===== src/rtl/ddr2_axi_wr_arbiter.sv =====
// Two-requester round-robin arbiter for the DDR2 controller's AXI write slave port.
// The grant is held for a whole AW/W/B transaction and W beats are checked against awlen.
module ddr2_axi_wr_arbiter #(
  parameter int ADDR_WIDTH = 25,
  parameter int DATA_WIDTH = 32
) (
  input  logic                  clk,
  input  logic                  rstn,

  input  logic                  m0_awvalid,
  output logic                  m0_awready,
  input  logic [ADDR_WIDTH-1:0] m0_awaddr,
  input  logic [7:0]            m0_awlen,
  input  logic                  m0_wvalid,
  output logic                  m0_wready,
  input  logic                  m0_wlast,
  input  logic [DATA_WIDTH-1:0] m0_wdata,
  output logic                  m0_bvalid,
  input  logic                  m0_bready,

  input  logic                  m1_awvalid,
  output logic                  m1_awready,
  input  logic [ADDR_WIDTH-1:0] m1_awaddr,
  input  logic [7:0]            m1_awlen,
  input  logic                  m1_wvalid,
  output logic                  m1_wready,
  input  logic                  m1_wlast,
  input  logic [DATA_WIDTH-1:0] m1_wdata,
  output logic                  m1_bvalid,
  input  logic                  m1_bready,

  output logic                  s_awvalid,
  input  logic                  s_awready,
  output logic [ADDR_WIDTH-1:0] s_awaddr,
  output logic [7:0]            s_awlen,
  output logic                  s_wvalid,
  input  logic                  s_wready,
  output logic                  s_wlast,
  output logic [DATA_WIDTH-1:0] s_wdata,
  input  logic                  s_bvalid,
  output logic                  s_bready,

  output logic [1:0]            grant,
  output logic                  len_err,
  input  logic                  len_err_clr
);

  typedef enum logic [1:0] {IDLE, ADDR, DATA, RESP} state_t;

  state_t state, state_nxt;

  logic                  owner;
  logic                  last_owner;
  logic                  any_req;
  logic                  arb_sel;
  logic [8:0]            beat_cnt;
  logic [8:0]            beat_cnt_inc;
  logic [8:0]            len_plus;
  logic [7:0]            len_q;
  logic                  aw_hs;
  logic                  w_hs;
  logic                  b_hs;
  logic                  len_err_set;

  logic                  own_awvalid;
  logic [ADDR_WIDTH-1:0] own_awaddr;
  logic [7:0]            own_awlen;
  logic                  own_wvalid;
  logic                  own_wlast;
  logic [DATA_WIDTH-1:0] own_wdata;
  logic                  own_bready;

  assign own_awvalid = owner ? m1_awvalid : m0_awvalid;
  assign own_awaddr  = owner ? m1_awaddr  : m0_awaddr;
  assign own_awlen   = owner ? m1_awlen   : m0_awlen;
  assign own_wvalid  = owner ? m1_wvalid  : m0_wvalid;
  assign own_wlast   = owner ? m1_wlast   : m0_wlast;
  assign own_wdata   = owner ? m1_wdata   : m0_wdata;
  assign own_bready  = owner ? m1_bready  : m0_bready;

  // On a tie the requester that was not served last wins.
  assign any_req = m0_awvalid | m1_awvalid;
  assign arb_sel = (m0_awvalid & m1_awvalid) ? ~last_owner : m1_awvalid;

  assign aw_hs = (state == ADDR) & own_awvalid & s_awready;
  assign w_hs  = (state == DATA) & own_wvalid  & s_wready;
  assign b_hs  = (state == RESP) & s_bvalid    & own_bready;

  assign beat_cnt_inc = beat_cnt + 9'd1;
  assign len_plus     = {1'b0, len_q} + 9'd1;
  // Wrong count on wlast, or a 256th beat that still is not last.
  assign len_err_set  = w_hs & (own_wlast ? (beat_cnt_inc != len_plus)
                                          : (beat_cnt_inc == 9'd256));

  always_ff @(posedge clk or negedge rstn) begin
    if (!rstn) state <= IDLE;
    else       state <= state_nxt;
  end

  always_comb begin
    state_nxt  = state;
    s_awvalid  = 1'b0;
    s_awaddr   = '0;
    s_awlen    = '0;
    s_wvalid   = 1'b0;
    s_wlast    = 1'b0;
    s_wdata    = '0;
    s_bready   = 1'b0;
    m0_awready = 1'b0;
    m1_awready = 1'b0;
    m0_wready  = 1'b0;
    m1_wready  = 1'b0;
    m0_bvalid  = 1'b0;
    m1_bvalid  = 1'b0;
    case (state)
      IDLE: begin
        if (any_req) state_nxt = ADDR;
      end
      ADDR: begin
        s_awvalid  = own_awvalid;
        s_awaddr   = own_awaddr;
        s_awlen    = own_awlen;
        m0_awready = ~owner & s_awready;
        m1_awready =  owner & s_awready;
        if (aw_hs) state_nxt = DATA;
      end
      DATA: begin
        s_wvalid  = own_wvalid;
        s_wdata   = own_wdata;
        s_wlast   = own_wlast;
        m0_wready = ~owner & s_wready;
        m1_wready =  owner & s_wready;
        if (w_hs & own_wlast) state_nxt = RESP;
      end
      RESP: begin
        s_bready  = own_bready;
        m0_bvalid = ~owner & s_bvalid;
        m1_bvalid =  owner & s_bvalid;
        if (b_hs) state_nxt = IDLE;
      end
      default: state_nxt = IDLE;
    endcase
  end

  always_ff @(posedge clk or negedge rstn) begin
    if (!rstn) begin
      owner      <= 1'b0;
      last_owner <= 1'b1;
      grant      <= 2'b00;
      beat_cnt   <= '0;
      len_q      <= '0;
    end else begin
      if ((state == IDLE) && any_req) begin
        owner <= arb_sel;
        grant <= arb_sel ? 2'b10 : 2'b01;
      end
      if (aw_hs) begin
        len_q    <= own_awlen;
        beat_cnt <= '0;
      end
      if (w_hs) beat_cnt <= beat_cnt_inc;
      if (b_hs) begin
        last_owner <= owner;
        grant      <= 2'b00;
      end
    end
  end

  // Sticky error: a new error in the same cycle as a clear keeps the flag set.
  always_ff @(posedge clk or negedge rstn) begin
    if (!rstn)            len_err <= 1'b0;
    else if (len_err_set) len_err <= 1'b1;
    else if (len_err_clr) len_err <= 1'b0;
  end

endmodule

===== config.mk =====
export PLATFORM = sky130hd
export DESIGN_NAME = ddr2_axi_wr_arbiter
export DESIGN_NICKNAME = d
export VERILOG_FILES = /design/src/rtl/ddr2_axi_wr_arbiter.sv
export SDC_FILE = /design/constraint.sdc
export NUM_CORES = 1
export LEC_CHECK = 0
export ABC_CLOCK_PERIOD_IN_PS = 4200
export BUFFER_PORTS_ARGS = -buffer_cell sky130_fd_sc_hd__clkbuf_2
export CAP_MARGIN = 10
export CORE_AREA = 2 2 87 89
export DETAILED_ROUTE_END_ITERATION = 8
export DIE_AREA = 0 0 89 91
export PLACE_DENSITY = 0.75
export SETUP_SLACK_MARGIN = 0.15
export SLEW_MARGIN = 20
export SYNTH_ARGS = -nofsm -noshare
export SYNTH_HDL_FRONTEND = slang
export SYNTH_SLANG_ARGS = --single-unit

===== constraint.sdc =====
create_clock -name clk -period 4.2 [get_ports clk]
set_clock_uncertainty 0.15 [all_clocks]
set_input_delay 0.84 -clock clk [delete_from_list [all_inputs] [get_ports clk]]
set_output_delay 0.84 -clock clk [all_outputs]
set_load 0.005 [all_outputs]

# --- Yosys cells after proc, flatten, opt, wreduce, memory -nomap -nowiden ---
# Cells that the tools add are included.
totals:
  ff_bits: 24
  word_cells: 76
op_classes:
  add_sub_neg: 2
  eq_ne: 9
  muxes: 34
  bitwise_logic: 18
  reduce_logical: 6
ops:
  columns: ["op", "n"]
  rows:
  - ["$mux 32", 2]
  - ["$mux 25", 2]
  - ["$mux 1", 18]
  - ["$mux 9", 2]
  - ["$mux 8", 2]
  - ["$and 1x1->1", 15]
  - ["$mux 2", 7]
  - ["$add 8x1->9 const B", 1]
  - ["$add 9x1->9 const B", 1]
  - ["$eq 9x9->1 const B", 1]
  - ["$ne 9x9->1", 1]
  - ["$pmux 2 s4", 1]
  - ["$ne 2x2->1 const B", 3]
  - ["$reduce_bool 2->1", 3]
  - ["$eq 2x2->1 const B", 2]
  - ["$reduce_and 4->1", 1]
  - ["$eq 2x1->1 const B", 1]
  - ["$logic_not 2->1", 1]
  - ["$ne 2x1->1 const B", 1]
  - ["$not 1->1", 2]
  - ["$logic_and 1x1->1", 1]
  - ["$or 1x1->1", 1]

# --- Depth between registers and ports, before layout ---
logic_depth:
  depth_word: 6
  ltp_mapped: 8
  ltp_nobuf: 8

# --- Least setup slack after synthesis ---
# Ideal clock, no wire load.
synth_path:
  path_type: "input port to flip-flop"
  startpoint: "input port m1_bready"
  endpoint: "register state[1]"
  setup_time_ns: 0.125
  t_arrival_ns: 1.989
  t_required_ns: 3.925
  slack_ns: 1.936
  path_stages: 6
  n_path_buf: 0
  path_cell_list: "mux2i_1 or2_2 a22oi_1 nand2_1 a21oi_1 mux2_2"
synth_via:
  elab_chain_cells: 4
synth_lines:
  columns: ["element", "line_no", "source"]
  rows:
  - ["from (decl)", "30", "input logic m1_bready,"]
  - ["$mux 1", "79", "assign own_bready = owner ? m1_bready : m0_bready;"]
  - ["$and 1x1->1", "87", "assign b_hs = (state == RESP) & s_bvalid & own_bready;"]
  - ["$ne 2x2->1 (no line)", null, null]
  - ["$reduce_and 4->1 (no line)", null, null]
  - ["to (signal assigned)", "97", "else state <= state_nxt;"]
  - ["to (decl)", "50", "state_t state, state_nxt;"]
# Every way passes these cells.
# A chain may end at the register's enable or synchronous reset.

# --- Worst setup path after layout ---
layout_path:
  startpoint: "register owner"
  endpoint: "output port s_wdata[31]"
layout_via:
  elab_chain_cells: 2
layout_lines:
  columns: ["element", "line_no", "source"]
  rows:
  - ["from (decl)", "52", "logic owner;"]
  - ["from (signal assigned)", "154", "owner <= arb_sel;"]
  - ["$mux 32", "78", "assign own_wdata = owner ? m1_wdata : m0_wdata;"]
  - ["$mux 32", "115", "case (state)"]
  - ["to (decl)", "39", "output logic [DATA_WIDTH-1:0] s_wdata,"]
# Every way passes these cells.

==> results.json <==
{
  "crit_path_max_fanout": 57,
  "core_area_um2": 7140,
  "maxSlewViolCount": 0,
  "grt_max_degree": 58,
  "final-hold-violation-count": 0,
  "cp_num_cells": 4,
  "critical-path-max-stage-delay_ps": 980,
  "switching_share_pct": 44.8,
  "netlist_area_um2": 2660,
  "worstMarginPinSlew_ps": 878,
  "grt_pass1_wl_um": 14000,
  "crit_family": "flip-flops",
  "holdPathStages": 2,
  "criticalPathCategory": "reg -> out",
  "nets": 686,
  "drtIter0Drc": 107,
  "cp-start-kind": "flop",
  "synth_fp_nets": 476,
  "h-tree-depth": 1,
  "synth_seq_cells": 24,
  "p_seq_share_pct": 25.7,
  "die-area_um2": 8100,
  "fp.dieW_um": 89,
  "synth_top_family_by_area": "simple AND/OR/NAND/NOR gates",
  "synthCells": 326,
  "whs_ps": 389,
  "area_growth_pct": 45.8,
  "clk_path_buf_depth": 2,
  "post_cts_resized": 0,
  "yosysSeqAreaShare_pct": 22.6,
  "crit_arrival_ps": 2080,
  "grt_usage_pct": 21.2,
  "muxShareOfSynthArea_pct": 26.8,
  "synth-compound-area-share_pct": 8.37,
  "fmax_mhz": 326,
  "leakage_nw": 2.22,
  "initial_core_util_pct": 37.3,
  "period_minus_slack_ps": 3070,
  "worst-r2r-cell-count": 6,
  "setup-tns-final_ps": 0,
  "hpwl_um": 7560,
  "power_frac_comb_pct": 67.2,
  "worst-path-buf-inv": 2,
  "grt-ovfl-total": 0,
  "hold_path_class": "reg -> reg",
  "drt-total-wl_um": 8960,
  "place_congestion": 0.863,
  "synth_adder_area_share_pct": 2.82,
  "synth_xor_area_share_pct": 6.91,
  "status": "finished clean",
  "setup_viol": 0,
  "final_common_cell": "clkbuf_2",
  "cp_cell_sequence": "buf_4 > mux2i_1 > nor2b_1 > clkbuf_2",
  "yosys.area_share.simple_pct": 28.4,
  "end_kind": "output port",
  "final_cell_mix": "clkbuf_2, mux2i_1, nor2b_1",
  "cts_tree": "built",
  "synth.distinct_cells": 31,
  "ctsHoldBuffers": 0,
  "layoutNonFillerInstCount": 634,
  "pwr_density_cell_nw_per_um2": 515,
  "fin_crit_sh_pct": 73.1,
  "io_buffers": 221,
  "vias": 3066,
  "drc": 0,
  "insertion_delay_ps": 270,
  "first_pass_iters": 4,
  "place_inst": 630,
  "antenna_found_initial": 0,
  "ios": 222,
  "cts_buffers": 3,
  "clk_pin_slew_ps": 90,
  "p_int_mw": 1.10,
  "yosysWarningCount": 0,
  "maxCapViolations": 0,
  "route.antenna.remaining_nets": 0,
  "row_count": 31,
  "avgSynthCellArea_um2": 8.16,
  "irDropWorstVdd_uv": 262,
  "die_y_um": 91,
  "vias_per_cell": 4.84,
  "power_switching_mw": 0.893,
  "p_clk_share_pct": 7.1,
  "crit_required_ps": 3210,
  "post-cts-setup-buffers": 0,
  "relSlewSlack_pct": 41.5,
  "drive_above_1_share_pct": 43.7,
  "crit_slowest_cell": "dfrtp_4",
  "root_buffer": "clkbuf_8",
  "grt_pass1_vias": 3029,
  "cts.sinks": 24,
  "rsz0062_at_grt": "no",
  "n_antenna_cell": 0,
  "wl_per_cell_um": 14.1
}
-- metrics by stage --
stage	power, mW	worst slack (ps)	utilization [%]	cell area (µm²)
5_1_grt	2.17	1030	54.4	3880
3_3_place_gp	1.82	1450	53.7	3830
3_5_place_dp	1.86	1420	53.7	3830
4_1_cts	2.01	1120	54.4	3880
2_1_floorplan	1.36	1940	-	2660
6_report	2.00	1130	54.4	3880
-- cells in the mapped netlist --
library cell	number	area (µm²)
a2111oi_0	1	8.76
a21o_1	1	7.51
a21oi_1	8	40.0
a22o_1	1	8.76
a22oi_1	1	7.51
a31oi_1	2	12.5
and2_1	2	12.5
and3_1	9	56.3
buf_2	6	30.0
buf_4	1	7.51
buf_6	1	11.3
clkbuf_1	13	48.8
dfrtp_1	23	576
dfstp_2	1	26.3
ha_1	6	75.1
inv_1	3	11.3
mux2_2	1	11.3
mux2i_1	70	701
nand2_1	23	86.3
nand3_1	9	45.0
nand4_1	2	12.5
nor2_1	20	75.1
nor2b_1	70	438
nor3_1	1	5.00
nor4_1	1	6.26
o21ai_0	23	115
o31ai_1	3	22.5
or2_2	2	12.5
or4_1	1	7.51
xnor2_1	15	131
xor2_1	6	52.6
-- state kept, by name (all words and copies together) (netlist names) --
| register | count |
|---|---|
| beat_cnt | 9 |
| state | 2 |
| len_err | 1 |
| len_q | 8 |
| grant | 2 |
| last_owner | 1 |
| owner | 1 |
-- cell type report --
class,count,area [µm²]
fill,722,3260
multi-input combinational,278,1950
timing repair buffer,226,1140
sequential,24,606
tap,99,124
clock buffer,4,45.0
inverter,3,11.3
-- tightest hold or removal path, delay by kind of cell (launching register included) --
| family | cells | cell delay, ps |
|---|---|---|
| AOI/OAI and AO/OA | 1 | 60 |
| and+or+nand+nor | 1 | 60 |
| DFF | 1 | 390 |
-- cell families after synthesis --
logic type	Yosys count
flip-flops	24
AND/OR/NAND/NOR	140
adder cells (fa/ha/maj)	6
AO/OA/AOI/OAI	40
multiplexers	71
buffers and inverters	24
XOR/XNOR	21
-- power groups by stage --
| stage | combinational, mW | clock [mW] | sequential [mW] |
|---|---|---|---|
| after global placement | 1.32 | 0 | 0.508 |
| after detailed placement | 1.35 | 0 | 0.514 |
| after CTS | 1.35 | 0.145 | 0.510 |
| final | 1.34 | 0.143 | 0.513 |
| after global routing | 1.48 | 0.155 | 0.534 |
| after floorplan | 0.986 | 0 | 0.374 |
-- layer usage --
layer  up-vias  track usage, %  wire length [µm]
met4         0            4.60               104
met1      1411            29.3              3950
li1       1532               -                 -
met2       115            35.8              4390
met3         8            1.73               518
met5         -               0                 0
-- path summary, 6_finish.rpt --
check	startpoint	endpoint	slack [ps]
worst max-delay path	owner	s_wdata[31]	1130
worst min-delay path	len_q[7]	len_q[7]	390
worst max register to register	owner	state[1]	1440
worst min register to register	len_q[7]	len_q[7]	390
max in group asynchronous	rstn	owner	3050
min in group asynchronous	rstn	len_q[5]	400
No activity file was read; power rests on OpenSTA's default activity.
